==> src/rtl/timepulse_sequencer_pkg.sv <==
// timepulse_sequencer_pkg: shared FSM encodings, counter width and index-width helper.
package timepulse_sequencer_pkg;
  localparam logic [0:0] ST_RUN  = 1'b0;
  localparam logic [0:0] ST_HOLD = 1'b1;
  localparam int MCT_CNT_W = 16;
  function automatic int idx_w(input int n);
    return (n > 1) ? $clog2(n) : 1;
  endfunction
endpackage

==> src/rtl/timepulse_sequencer_onehot_ring.sv <==
// onehot_ring: one-hot register with rotate-advance, load-by-index and clear; resets to bit 0.
module onehot_ring
  import timepulse_sequencer_pkg::*;
#(
  parameter int N = 4,
  parameter int W = idx_w(N)
) (
  input  logic         clk,
  input  logic         rst,
  input  logic         adv_i,
  input  logic         ld_i,
  input  logic         clr_i,
  input  logic [W-1:0] idx_i,
  output logic [N-1:0] q_o
);
  logic [N-1:0] q_q, q_d;
  always_comb q_d = clr_i ? '0 : ld_i ? (N'(1) << idx_i) : adv_i ? {q_q[N-2:0], q_q[N-1]} : q_q;
  always_ff @(posedge clk) q_q <= rst ? N'(1) : q_d;
  assign q_o = q_q;
endmodule

==> src/rtl/timepulse_sequencer.sv <==
// timepulse_sequencer: T/PHS one-hot rings with RT/WT/CT strobes, stop/step hold and GOJAM restart.
module timepulse_sequencer
  import timepulse_sequencer_pkg::*;
#(
  parameter int NTP   = 12,
  parameter int NPH   = 4,
  parameter int RT_PH = 1,
  parameter int WT_PH = 2,
  parameter int CT_PH = 3,
  parameter int TPW   = $clog2(NTP)
) (
  input  logic                 CLOCK,
  input  logic                 SIM_RST,
  input  logic                 EN,
  input  logic                 GOJAM,
  input  logic                 STOP_REQ,
  input  logic                 MSTP,
  input  logic                 MSTRTP,
  output logic [NTP-1:0]       T,
  output logic [NTP-1:0]       T_n,
  output logic [NPH-1:0]       PHS,
  output logic                 RT,
  output logic                 WT,
  output logic                 CT,
  output logic [TPW-1:0]       TP_IDX,
  output logic                 MCT_END,
  output logic                 STOPPED,
  output logic [MCT_CNT_W-1:0] MCT_CNT
);
  localparam int PHW = idx_w(NPH);
  localparam logic [TPW-1:0] TP_LAST = TPW'(NTP - 1);
  localparam logic [PHW-1:0] PH_LAST = PHW'(NPH - 1);
  logic [0:0] state_q, state_d;
  logic [TPW-1:0] tp_q, tp_d, t_idx;
  logic [PHW-1:0] ph_q, ph_d;
  logic [MCT_CNT_W-1:0] cnt_q, cnt_d;
  logic step_q, step_d, rt_q, wt_q, ct_q, me_q, me_d, stb;
  logic t_adv, t_ld, t_clr, p_adv, p_ld, p_clr;
  logic ph_wrap, boundary, hold_exit;
  assign ph_wrap   = ph_q == PH_LAST;
  assign boundary  = ph_wrap && tp_q == TP_LAST;
  assign hold_exit = EN && !STOP_REQ && (!MSTP || step_q || MSTRTP);
  // Strobes fire only on an EN-driven entry into a phase, never on GOJAM/reset loads.
  always_comb begin
    state_d = state_q;
    tp_d    = tp_q;
    ph_d    = ph_q;
    cnt_d   = cnt_q;
    step_d  = step_q;
    me_d    = 1'b0;
    stb     = 1'b0;
    t_idx   = '0;
    t_adv   = 1'b0;
    t_ld    = 1'b0;
    t_clr   = 1'b0;
    p_adv   = 1'b0;
    p_ld    = 1'b0;
    p_clr   = 1'b0;
    if (GOJAM) begin
      state_d = ST_RUN;
      tp_d    = TP_LAST;
      ph_d    = '0;
      step_d  = 1'b0;
      t_idx   = TP_LAST;
      t_ld    = 1'b1;
      p_ld    = 1'b1;
    end else if (state_q == ST_RUN) begin
      if (EN) begin
        ph_d = ph_wrap ? '0 : ph_q + PHW'(1);
        tp_d = boundary ? '0 : ph_wrap ? tp_q + TPW'(1) : tp_q;
        if (boundary) begin
          me_d  = 1'b1;
          cnt_d = cnt_q + MCT_CNT_W'(1);
        end
        if (boundary && (STOP_REQ || MSTP)) begin
          state_d = ST_HOLD;
          t_clr   = 1'b1;
          p_clr   = 1'b1;
        end else begin
          stb   = 1'b1;
          t_adv = ph_wrap;
          p_adv = 1'b1;
        end
      end
    end else begin
      step_d = step_q | MSTRTP;
      if (hold_exit) begin
        state_d = ST_RUN;
        step_d  = 1'b0;
        tp_d    = '0;
        ph_d    = '0;
        stb     = 1'b1;
        t_ld    = 1'b1;
        p_ld    = 1'b1;
      end
    end
  end
  always_ff @(posedge CLOCK) begin
    if (SIM_RST) begin
      state_q <= ST_RUN;
      tp_q    <= '0;
      ph_q    <= '0;
      cnt_q   <= '0;
      step_q  <= 1'b0;
      me_q    <= 1'b0;
      rt_q    <= 1'b0;
      wt_q    <= 1'b0;
      ct_q    <= 1'b0;
    end else begin
      state_q <= state_d;
      tp_q    <= tp_d;
      ph_q    <= ph_d;
      cnt_q   <= cnt_d;
      step_q  <= step_d;
      me_q    <= me_d;
      rt_q    <= stb && ph_d == PHW'(RT_PH);
      wt_q    <= stb && ph_d == PHW'(WT_PH);
      ct_q    <= stb && ph_d == PHW'(CT_PH);
    end
  end
  onehot_ring #(.N(NTP), .W(TPW)) u_t_ring (
    .clk(CLOCK), .rst(SIM_RST), .adv_i(t_adv), .ld_i(t_ld), .clr_i(t_clr), .idx_i(t_idx), .q_o(T)
  );
  onehot_ring #(.N(NPH), .W(PHW)) u_p_ring (
    .clk(CLOCK), .rst(SIM_RST), .adv_i(p_adv), .ld_i(p_ld), .clr_i(p_clr), .idx_i('0), .q_o(PHS)
  );
  assign T_n     = ~T;
  assign RT      = rt_q;
  assign WT      = wt_q;
  assign CT      = ct_q;
  assign TP_IDX  = tp_q;
  assign MCT_END = me_q;
  assign STOPPED = state_q == ST_HOLD;
  assign MCT_CNT = cnt_q;
endmodule

==> config.mk <==
export PLATFORM = sky130hd
export DESIGN_NAME = timepulse_sequencer
export DESIGN_NICKNAME = d
export VERILOG_FILES = /design/src/rtl/timepulse_sequencer_pkg.sv /design/src/rtl/timepulse_sequencer_onehot_ring.sv /design/src/rtl/timepulse_sequencer.sv
export SDC_FILE = /design/constraint.sdc
export NUM_CORES = 1
export LEC_CHECK = 0
export CORE_UTILIZATION = 48
export DETAILED_ROUTE_END_ITERATION = 7
export GPL_ROUTABILITY_DRIVEN = 0
export GPL_TIMING_DRIVEN = 0
export PLACE_DENSITY_LB_ADDON = 0.12
export SYNTH_ARGS = -nofsm -noshare
export SYNTH_HDL_FRONTEND = slang
export SYNTH_HIERARCHICAL = 1
export SYNTH_SLANG_ARGS = --single-unit
==> constraint.sdc <==
create_clock -name CLOCK -period 2.36 [get_ports CLOCK]
set_input_delay 0.472 -clock CLOCK [delete_from_list [all_inputs] [get_ports CLOCK]]
set_output_delay 0.472 -clock CLOCK [all_outputs]
set_load 0.1 [all_outputs]
==> flow_metrics.py, run 1 <==
metrics = {
    "die": {
        "num_rows": 24,
        "coreArea_mm2": 0.00444,
        "die_area_mm2": 0.00500,
        "die_w_um": 70.7,
        "initial_utilization": 0.510,
        "ios": 60,
        "fp.dieH_um": 70.7,
    },
    "run": {
        "drv_cap": 0,
    },
    "critical_path": {
        "worst_setup_path_end_kind": "output pin",
        "worstPathArrival_ps": 1840,
        "cp_top_family": "buffers and inverters",
        "cp_max_fo": 4,
        "r2r-start": "ph_q[0]",
        "regToRegSetupSlack_ps": 150,
        "critPathRequiredTime_ps": 1890,
        "cp-start-kind": "flip-flop",
        "slowest_delay_ps": 1160,
        "worst_path_max_delay_cell": "clkdlybuf4s50_1",
        "path_cells": "clkdlybuf4s50_1",
        "reg2reg_depth": 8,
        "path_class": "flip-flop to output pin",
        "reg2reg_to": "u_t_ring/q_o[6]",
        "cp_num_buf_inv": 1,
    },
    "sta": {
        "setup_viol": 0,
        "max_freq_mhz": 432,
        "fin_crit_ps": 2310,
        "clock_skew_ps": 3.81,
        "tightest_slew_ps": 980,
        "finalHoldViolations": 0,
        "worst_slack_ps": 45.2,
        "relSlewSlack": 0.346,
        "period_share": 0.981,
        "slew_violations": 0,
    },
    "clock_tree": {
        "path_clk_slew_ps": 80,
        "cts_sinks": 44,
        "insertion_delay_ps": 290,
        "cts_buffer_depth": 2,
        "cts_tree": "yes",
        "htreeDepth": 2,
        "cts_buffers": 5,
        "cts-root-buf": "clkbuf_8",
    },
    "hold_path": {
        "hold_path.startpoint": "TP_IDX[1]",
        "hold_path_depth": 2,
        "hold_path_class": "flip-flop to flip-flop",
        "hold_end": "TP_IDX[1]",
    },
    "drt": {
        "num_vias": 2201,
        "vias_per_cell": 5.67,
        "remaining_drc_errors": 8,
        "drtPass1Iterations": 6,
        "ant_nets": 0,
        "drtIter0Drc": 142,
        "wirelength_um": 5200,
        "wl_per_cell_um": 13.4,
    },
    "finish": {
        "mostFrequentLayoutCell": "clkdlybuf4s50_1",
        "drive_gt1_frac": 0.107,
        "mostFrequentLayoutCells": "clkdlybuf4s50_1 (45), dfxtp_1 (39), nor2b_1 (21), nor2_1 (17), inv_1 (15)",
        "final_nets": 345,
        "multi_input_area_mm2": 0.00134,
        "fillers": 346,
        "antenna_cells": 0,
        "seq_area_um2": 890,
        "final_cells": 388,
        "syn_to_final_growth_pct": 37.8,
    },
    "power": {
        "leakagePower_nw": 1.36,
        "powerDensity_mw_per_mm2": 536,
        "vdd_drop_max_v": 0.000366,
        "swShare": 0.340,
        "p_comb_frac": 0.244,
        "seqPwrFrac": 0.468,
        "p_int_mw": 1.10,
        "p_clk_frac": 0.288,
        "p_sw_mw": 0.569,
    },
    "global_routing": {
        "grt_pass1_wl_um": 8500,
        "grt_max_degree": 13,
        "grt-ovfl-total": 0,
        "first_global_vias": 1869,
        "grt_usage": 0.209,
        "antenna_found_initial": 0,
    },
    "logic_synthesis": {
        "ys_ff_latch": 44,
        "syn_area_mm2": 0.00226,
        "yosys_most_used_dff": "dfxtp_1",
        "yosysSeqAreaShare": 0.389,
        "synth_edf_count": 0,
        "netlist_instances": 258,
        "syn_area_per_cell_um2": 8.78,
        "async_flop_share": 0,
        "yosysUniqueCellTypes": 52,
        "synth_warnings": 6,
    },
    "placement": {
        "portBuffers": 59,
        "place_inst": 379,
        "dpl.hpwl_um": 3700,
        "dp_slack_ps": -650,
    },
    "run_status": {
        "violations": "DRC",
        "status": "finished with violations",
    },
}
## metal layers
layer	GRT usage	share of wire	vias to the layer above
li1	-	-	1087
met1	0.281	0.46	1044
met2	0.344	0.48	65
met3	0.0370	0.050	5
met4	0.0644	0.0085	0
met5	0	0	-
## through the flow
step / TNS [ps] / total power [mW] / util / hold slack [ps] / instance area [µm²]
after floorplan: 0 / 1.11 / - / 496 / 2320
final: 0 / 1.67 / 0.702 / 477 / 3120
after CTS: 0 / 1.68 / 0.691 / 481 / 3070
after global placement: -8700 / 1.20 / 0.669 / 466 / 2970
after global routing: -41.9 / 1.74 / 0.702 / 516 / 3120
after detailed placement: -9570 / 1.20 / 0.669 / 469 / 2970
## registers in the layout, indices dropped and copies added (netlist names), 2 cells and up
signal,count
TP_IDX,4
u_t_ring/q_o,12
MCT_CNT,16
ph_q,2
u_p_ring/q_o,4
## Yosys cell counts (2+ instances only)
cell type  number  area [µm²]
ha_1            3        37.5
nand2b_1        6        37.5
o311a_1        12         120
buf_2           2        10.0
a211oi_1        4        30.0
clkbuf_1        7        26.3
o22ai_1        12        75.1
mux2_1          2        22.5
nand4b_1        3        26.3
a21oi_1        12        60.1
nand4_1         4        25.0
a2111oi_1       2        20.0
and3_1          7        43.8
nor3b_1         2        15.0
and2_1          3        18.8
or2_2           3        18.8
nand3_1         7        35.0
buf_6           2        22.5
nor3_1          7        35.0
nand3b_1        3        22.5
inv_1          15        56.3
nor2_1         17        63.8
nand2_1        11        41.3
nor4b_1         2        17.5
nor2b_1        21         131
xor2_1          5        43.8
dfxtp_1        44         881
or3_1           4        25.0
o211ai_1        2        15.0
o21ai_0         8        40.0
and4_1          3        26.3
xnor2_1         3        26.3
## layout make-up
cell class | instances | area share
buffer | 12 | 0.0221
inverter | 16 | 0.0192
timing repair buffer | 60 | 0.194
clock buffer | 8 | 0.0289
tap | 52 | 0.0209
multi-input combinational | 196 | 0.429
sequential | 44 | 0.285
## timing repair
action	in CTS	in global routing
setup endpoints to repair	21	20
hold buffers	0	0
gates resized for setup	12	14
hold endpoints to repair	0	0
setup buffers	0	1
cloned	0	0
pin swaps	0	1
## cell families after synthesis
logic type	Yosys count	share of synthesized area
other	1	0.00166
AO/OA/AOI/OAI	60	0.191
adder cells (fa/ha/maj)	3	0.0166
flip-flops	44	0.389
XOR/XNOR	8	0.0309
multiplexers	3	0.0144
AND/OR/NAND/NOR	111	0.301
buffers and inverters	28	0.0558
## worst max path at each step
| stage | cells after the start | startpoint | to |
|---|---|---|---|
| CTS | 1 | MCT_CNT[0] | MCT_CNT[0] |
| finish | 1 | u_t_ring/q_o[1] | T[1] |
| global route | 8 | STOP_REQ | u_t_ring/q_o[2] |
| detailed placement | 8 | GOJAM | u_t_ring/q_o[11] |
| floorplan | 8 | TP_IDX[1] | u_t_ring/q_o[10] |
| global placement | 8 | GOJAM | u_t_ring/q_o[7] |
## power by group through the flow
stage	Clock, mW	Combinational (mW)	Sequential [mW]
after floorplan	0	0.167	0.942
after global routing	0.528	0.425	0.787
after global placement	0	0.402	0.800
after CTS	0.492	0.405	0.783
after detailed placement	0	0.404	0.801
final	0.482	0.409	0.783
No activity file was read; power rests on OpenSTA's default activity.
==> run 2, diff against run 1 <==
--- a/config.mk
+++ b/config.mk
@@ -9,6 +9,7 @@
 export DETAILED_ROUTE_END_ITERATION = 7
 export GPL_ROUTABILITY_DRIVEN = 0
 export GPL_TIMING_DRIVEN = 0
+export MAX_ROUTING_LAYER = met4
 export PLACE_DENSITY_LB_ADDON = 0.12
 export SYNTH_ARGS = -nofsm -noshare
 export SYNTH_HDL_FRONTEND = slang
==> run 2 against run 1 <==
Compared with the run above:
- the run still ends with DRC left
- worst setup slack improved by 1.7 ps
- core utilization unchanged
- combinational power is essentially flat
- critical path depth stayed put
- worst hold slack barely moved
- cell area did not move
- cell count unchanged
- routed wire length increased by 0.52%
- clock power hardly changed
- clock-buffer cell count unchanged
- via count is 0.23% lower
- die area unchanged
- critical endpoint is now MCT_CNT[2]
- largest cell class unchanged
- largest power group unchanged
==> flow_metrics.py, run 2 (same netlist as run 1, synthesis figures left out) <==
metrics = {
    "finish": {
        "syn_to_final_growth_pct": 37.8,
        "post-route-util": 0.702,
        "antenna_cells": 0,
        "mostFrequentLayoutCell": "clkdlybuf4s50_1",
        "drive_gt1_frac": 0.107,
        "final_cells": 388,
        "final_nets": 345,
        "mostFrequentLayoutCells": "clkdlybuf4s50_1 (45), dfxtp_1 (39), nor2b_1 (21), nor2_1 (17), inv_1 (15)",
        "largest_reg_flops": 16,
    },
    "critical_path": {
        "reg2reg_depth": 8,
        "worstPathArrival_ps": 1840,
        "cp_top_family": "buffers and inverters",
        "cp_num_buf_inv": 1,
        "worst_path_max_delay_cell": "clkdlybuf4s50_1",
        "worst_setup_path_end_kind": "output pin",
        "regToRegSetupSlack_ps": 160,
        "path_cells": "clkdlybuf4s50_1",
        "path_class": "flip-flop to output pin",
        "cp-start-kind": "flip-flop",
        "cp_max_fo": 3,
        "critPathRequiredTime_ps": 1890,
        "cp_num_cells": 1,
        "slowest_delay_ps": 1160,
    },
    "die": {
        "fp.dieH_um": 70.7,
        "num_rows": 24,
        "initial_utilization": 0.510,
        "die_area_mm2": 0.00500,
        "ios": 60,
        "coreArea_mm2": 0.00444,
        "die_w_um": 70.7,
    },
    "sta": {
        "fin_crit_ps": 2310,
        "relSlewSlack": 0.346,
        "tightest_slew_ps": 980,
        "worst_slack_ps": 46.9,
        "period_share": 0.980,
        "max_freq_mhz": 432,
        "whs_ps": 477,
        "slew_violations": 0,
        "setup_viol": 0,
        "finalHoldViolations": 0,
        "clock_skew_ps": 4.05,
    },
    "run_status": {
        "violations": "DRC",
        "status": "finished with violations",
    },
    "global_routing": {
        "grt_use_met3": 0.0370,
        "top_usage_layer": "met2",
        "grt_use_met1": 0.281,
        "grt_usage": 0.215,
        "grt_pass1_wl_um": 8490,
        "grt_max_degree": 13,
        "first_global_vias": 1876,
        "antenna_found_initial": 0,
        "use_met2": 0.344,
        "grt-ovfl-total": 0,
    },
    "drt": {
        "drtPass1Iterations": 7,
        "wirelength_um": 5230,
        "num_vias": 2196,
        "ant_nets": 0,
        "drtIter0Drc": 145,
        "wl_per_cell_um": 13.5,
        "remaining_drc_errors": 8,
        "vias_per_cell": 5.66,
    },
    "run": {
        "drv_cap": 0,
    },
    "hold_path": {
        "hold_path_depth": 2,
        "hold_path_class": "flip-flop to flip-flop",
    },
    "power": {
        "p_sw_mw": 0.570,
        "vdd_drop_max_v": 0.000366,
        "seqPwrFrac": 0.468,
        "swShare": 0.340,
        "powerDensity_mw_per_mm2": 537,
        "p_int_mw": 1.10,
        "p_clk_frac": 0.288,
        "p_comb_frac": 0.244,
        "leakagePower_nw": 1.36,
    },
    "clock_tree": {
        "htreeDepth": 2,
        "cts_buffer_depth": 2,
        "path_clk_slew_ps": 80,
        "cts_buffers": 5,
        "insertion_delay_ps": 290,
        "cts_tree": "yes",
        "cts-root-buf": "clkbuf_8",
        "cts_sinks": 44,
    },
    "placement": {
        "place_inst": 379,
        "portBuffers": 59,
        "dpl.hpwl_um": 3700,
        "dp_slack_ps": -650,
    },
}
[run 2: cell counts in the layout (fill, tap and decap cells not counted)]
No cell type changed its count.
[run 2: worst reg2reg max path: cells and delay by family (launching register included)]
family | cells | cell delay, ps
flip-flops | 1 | 420
AND/OR/NAND/NOR | 3 | 640
AO/OA/AOI/OAI | 1 | 300
buffers and inverters | 3 | 530
adder cells (fa/ha/maj) | 1 | 200
[run 2: what timing repair did]
item,in CTS,in global routing
gates cloned,0,0
pin swaps,0,1
setup endpoints to repair,21,20
setup buffers,0,1
hold buffers,0,0
resized for setup,12,14
[run 2: area by class of cell]
| class | count | area (µm²) |
|---|---|---|
| plain buffers | 12 | 68.8 |
| clock buffers | 8 | 90.1 |
| fillers | 346 | 1320 |
| inverters | 16 | 60.1 |
| multi-input cells | 196 | 1340 |
| flip-flops and latches | 44 | 890 |
| well taps | 52 | 65.1 |
| repair buffers | 60 | 607 |
[run 2: metal layers]
| layer | wire [µm] | up-vias |
|---|---|---|
| met5 | 0 | - |
| met1 | 2440 | 1046 |
| met2 | 2490 | 57 |
| met4 | 51 | 0 |
| li1 | - | 1086 |
| met3 | 246 | 7 |
[run 2: through the flow]
| step | TNS (ps) | power, mW | cell area (µm²) |
|---|---|---|---|
| floorplan | 0 | 1.11 | 2320 |
| CTS | 0 | 1.68 | 3070 |
| finish | 0 | 1.67 | 3120 |
| detailed placement | -9570 | 1.20 | 2970 |
| global placement | -8700 | 1.20 | 2970 |
| global route | -41.9 | 1.74 | 3120 |
[run 2: worst paths after layout]
kind                   start               to
setup / recovery  MCT_CNT[2]       MCT_CNT[2]
hold / removal     TP_IDX[1]        TP_IDX[1]
setup reg to reg     ph_q[0]  u_t_ring/q_o[6]
hold reg to reg    TP_IDX[1]        TP_IDX[1]
[run 2: power by group through the flow]
stage | combinational [mW] | sequential [mW] | clock (mW)
floorplan | 0.167 | 0.942 | 0
global placement | 0.402 | 0.800 | 0
detailed placement | 0.404 | 0.801 | 0
CTS | 0.405 | 0.783 | 0.492
global route | 0.425 | 0.787 | 0.528
finish | 0.409 | 0.783 | 0.482
==> run 3, diff against run 2 <==
--- a/config.mk
+++ b/config.mk
@@ -5,7 +5,8 @@
 export SDC_FILE = /design/constraint.sdc
 export NUM_CORES = 1
 export LEC_CHECK = 0
-export CORE_UTILIZATION = 48
+export CORE_UTILIZATION = 50
+export CTS_BUF_LIST = sky130_fd_sc_hd__clkbuf_2
 export DETAILED_ROUTE_END_ITERATION = 7
 export GPL_ROUTABILITY_DRIVEN = 0
 export GPL_TIMING_DRIVEN = 0
@@ -15,3 +16,4 @@
 export SYNTH_HDL_FRONTEND = slang
 export SYNTH_HIERARCHICAL = 1
 export SYNTH_SLANG_ARGS = --single-unit
+export TNS_END_PERCENT = 50
==> run 3 against run 2 <==
Compared with the run above:
- cell area down 3.5%
- non-clock buffer count up 1
- cell count up 0.26%
- fmax up 3.0%
- critical path type unchanged
- routed wire length about the same
- clock power down 13%
- sequential power about the same
- first-iteration DRC count down 20%
- worst setup slack better by 68 ps
- die area down 3.9%
- core utilization down 1.0 points
- the run now ends clean
- largest power group unchanged
- combinational power down 5.1%
==> flow_metrics.py, run 3 (same netlist as run 1, synthesis figures left out) <==
metrics = {
    "run": {
        "drv_cap": 0,
    },
    "critical_path": {
        "worstPathArrival_ps": 1770,
        "regToRegSetupSlack_ps": 160,
        "r2r-start": "ph_q[0]",
        "worst_path_max_delay_cell": "dlygate4sd2_1",
        "cp-start-kind": "flip-flop",
        "critPathRequiredTime_ps": 1890,
        "path_cells": "dlygate4sd2_1",
        "cp_top_family": "buffers and inverters",
        "cp_max_fo": 7,
        "reg2reg_depth": 8,
        "cp_num_buf_inv": 1,
        "reg2reg_to": "u_t_ring/q_o[10]",
        "worst_setup_path_end_kind": "output pin",
        "path_class": "flip-flop to output pin",
        "slowest_delay_ps": 890,
    },
    "global_routing": {
        "grt_usage": 0.239,
        "grt_pass1_wl_um": 9330,
        "first_global_vias": 2022,
        "grt_max_degree": 14,
        "grt-ovfl-total": 0,
        "antenna_found_initial": 0,
    },
    "drt": {
        "wl_per_cell_um": 13.4,
        "remaining_drc_errors": 0,
        "ant_nets": 0,
        "drtIter0Drc": 116,
        "drtPass1Iterations": 4,
        "num_vias": 2175,
        "vias_per_cell": 5.59,
        "wirelength_um": 5230,
    },
    "clock_tree": {
        "cts-root-buf": "clkbuf_2",
        "htreeDepth": 2,
        "cts_sinks": 44,
        "cts_buffers": 5,
        "path_clk_slew_ps": 220,
        "insertion_delay_ps": 410,
        "cts_hold_buf": 0,
        "cts_tree": "yes",
        "cts_buffer_depth": 2,
    },
    "hold_path": {
        "hold_path_class": "flip-flop to flip-flop",
        "hold_end": "TP_IDX[1]",
        "hold_path_depth": 2,
        "hold_path.startpoint": "TP_IDX[1]",
    },
    "sta": {
        "clock_skew_ps": 21.1,
        "finalHoldViolations": 0,
        "fin_crit_ps": 2250,
        "tightest_slew_ps": 981,
        "tns_ps": 0,
        "slew_violations": 0,
        "max_freq_mhz": 445,
        "relSlewSlack": 0.349,
        "setup_viol": 0,
        "rsz0062_at_grt": "no",
        "period_share": 0.952,
    },
    "finish": {
        "final_nets": 346,
        "drive_gt1_frac": 0.110,
        "antenna_cells": 0,
        "final_cells": 389,
        "syn_to_final_growth_pct": 33.0,
        "mostFrequentLayoutCells": "dlygate4sd2_1 (53), dfxtp_1 (38), nor2b_1 (21), nor2_1 (17), inv_1 (15)",
        "largest_reg_flops": 16,
        "mostFrequentLayoutCell": "dlygate4sd2_1",
    },
    "run_status": {
        "status": "finished, final reports clean",
    },
    "placement": {
        "portBuffers": 59,
        "place_inst": 379,
        "dpl.hpwl_um": 3790,
    },
    "die": {
        "die_area_mm2": 0.00480,
        "fp.dieH_um": 69.3,
        "die_w_um": 69.3,
        "ios": 60,
        "coreArea_mm2": 0.00435,
        "initial_utilization": 0.520,
        "num_rows": 24,
    },
    "power": {
        "powerDensity_mw_per_mm2": 528,
        "vdd_drop_max_v": 0.000328,
        "leakagePower_nw": 1.37,
    },
}
run 3: power by group:
group          internal (mW)  switching, mW  leakage (nW)  total, mW
logic                 0.0827          0.305         0.969      0.388
registers              0.766         0.0188         0.361      0.785
clock network          0.173          0.246        0.0380      0.418
run 3: timing repair:
action,in CTS,in global routing
pin swaps,0,1
cloned,0,0
gates resized for setup,57,7
buffers inserted,0,2
setup endpoints to repair,65,14
run 3: layer usage:
metal  up-vias  part of all wire  global-route usage
met5         -                 0                   -
met4         0             0.015              0.0680
met3         9             0.043              0.0451
met2        61              0.48               0.387
met1      1012              0.46               0.304
li1       1093                 -                   -
run 3: how the worst max path moves through the flow:
| stage | start | endpoint | cells past startpoint |
|---|---|---|---|
| floorplan | TP_IDX[1] | u_t_ring/q_o[10] | 8 |
| global placement | GOJAM | u_t_ring/q_o[9] | 7 |
| detailed placement | GOJAM | u_t_ring/q_o[7] | 7 |
| CTS | EN | u_t_ring/q_o[2] | 8 |
| global route | MCT_CNT[9] | MCT_CNT[9] | 1 |
| finish | MCT_CNT[9] | MCT_CNT[9] | 1 |
run 3: area by class of cell:
| class | instances | area [µm²] |
|---|---|---|
| fill | 390 | 1340 |
| multi-input combinational | 196 | 1320 |
| sequential | 44 | 891 |
| timing repair buffer | 61 | 542 |
| buffer | 12 | 67.6 |
| tap | 52 | 65.1 |
| inverter | 16 | 60.1 |
| clock inverter | 3 | 37.5 |
| clock buffer | 5 | 25.0 |
run 3: per-stage QoR:
step / hold WS [ps] / setup slack [ps] / utilization / area [µm²] / power, mW
3_3_place_gp: 465 / -600 / 0.682 / 2970 / 1.20
3_5_place_dp: 470 / -594 / 0.682 / 2970 / 1.20
6_report: 493 / 114 / 0.692 / 3010 / 1.59
5_1_grt: 516 / 12.8 / 0.692 / 3010 / 1.65
4_1_cts: 493 / 13.1 / 0.686 / 2990 / 1.60
2_1_floorplan: 496 / 8.18 / - / 2320 / 1.11
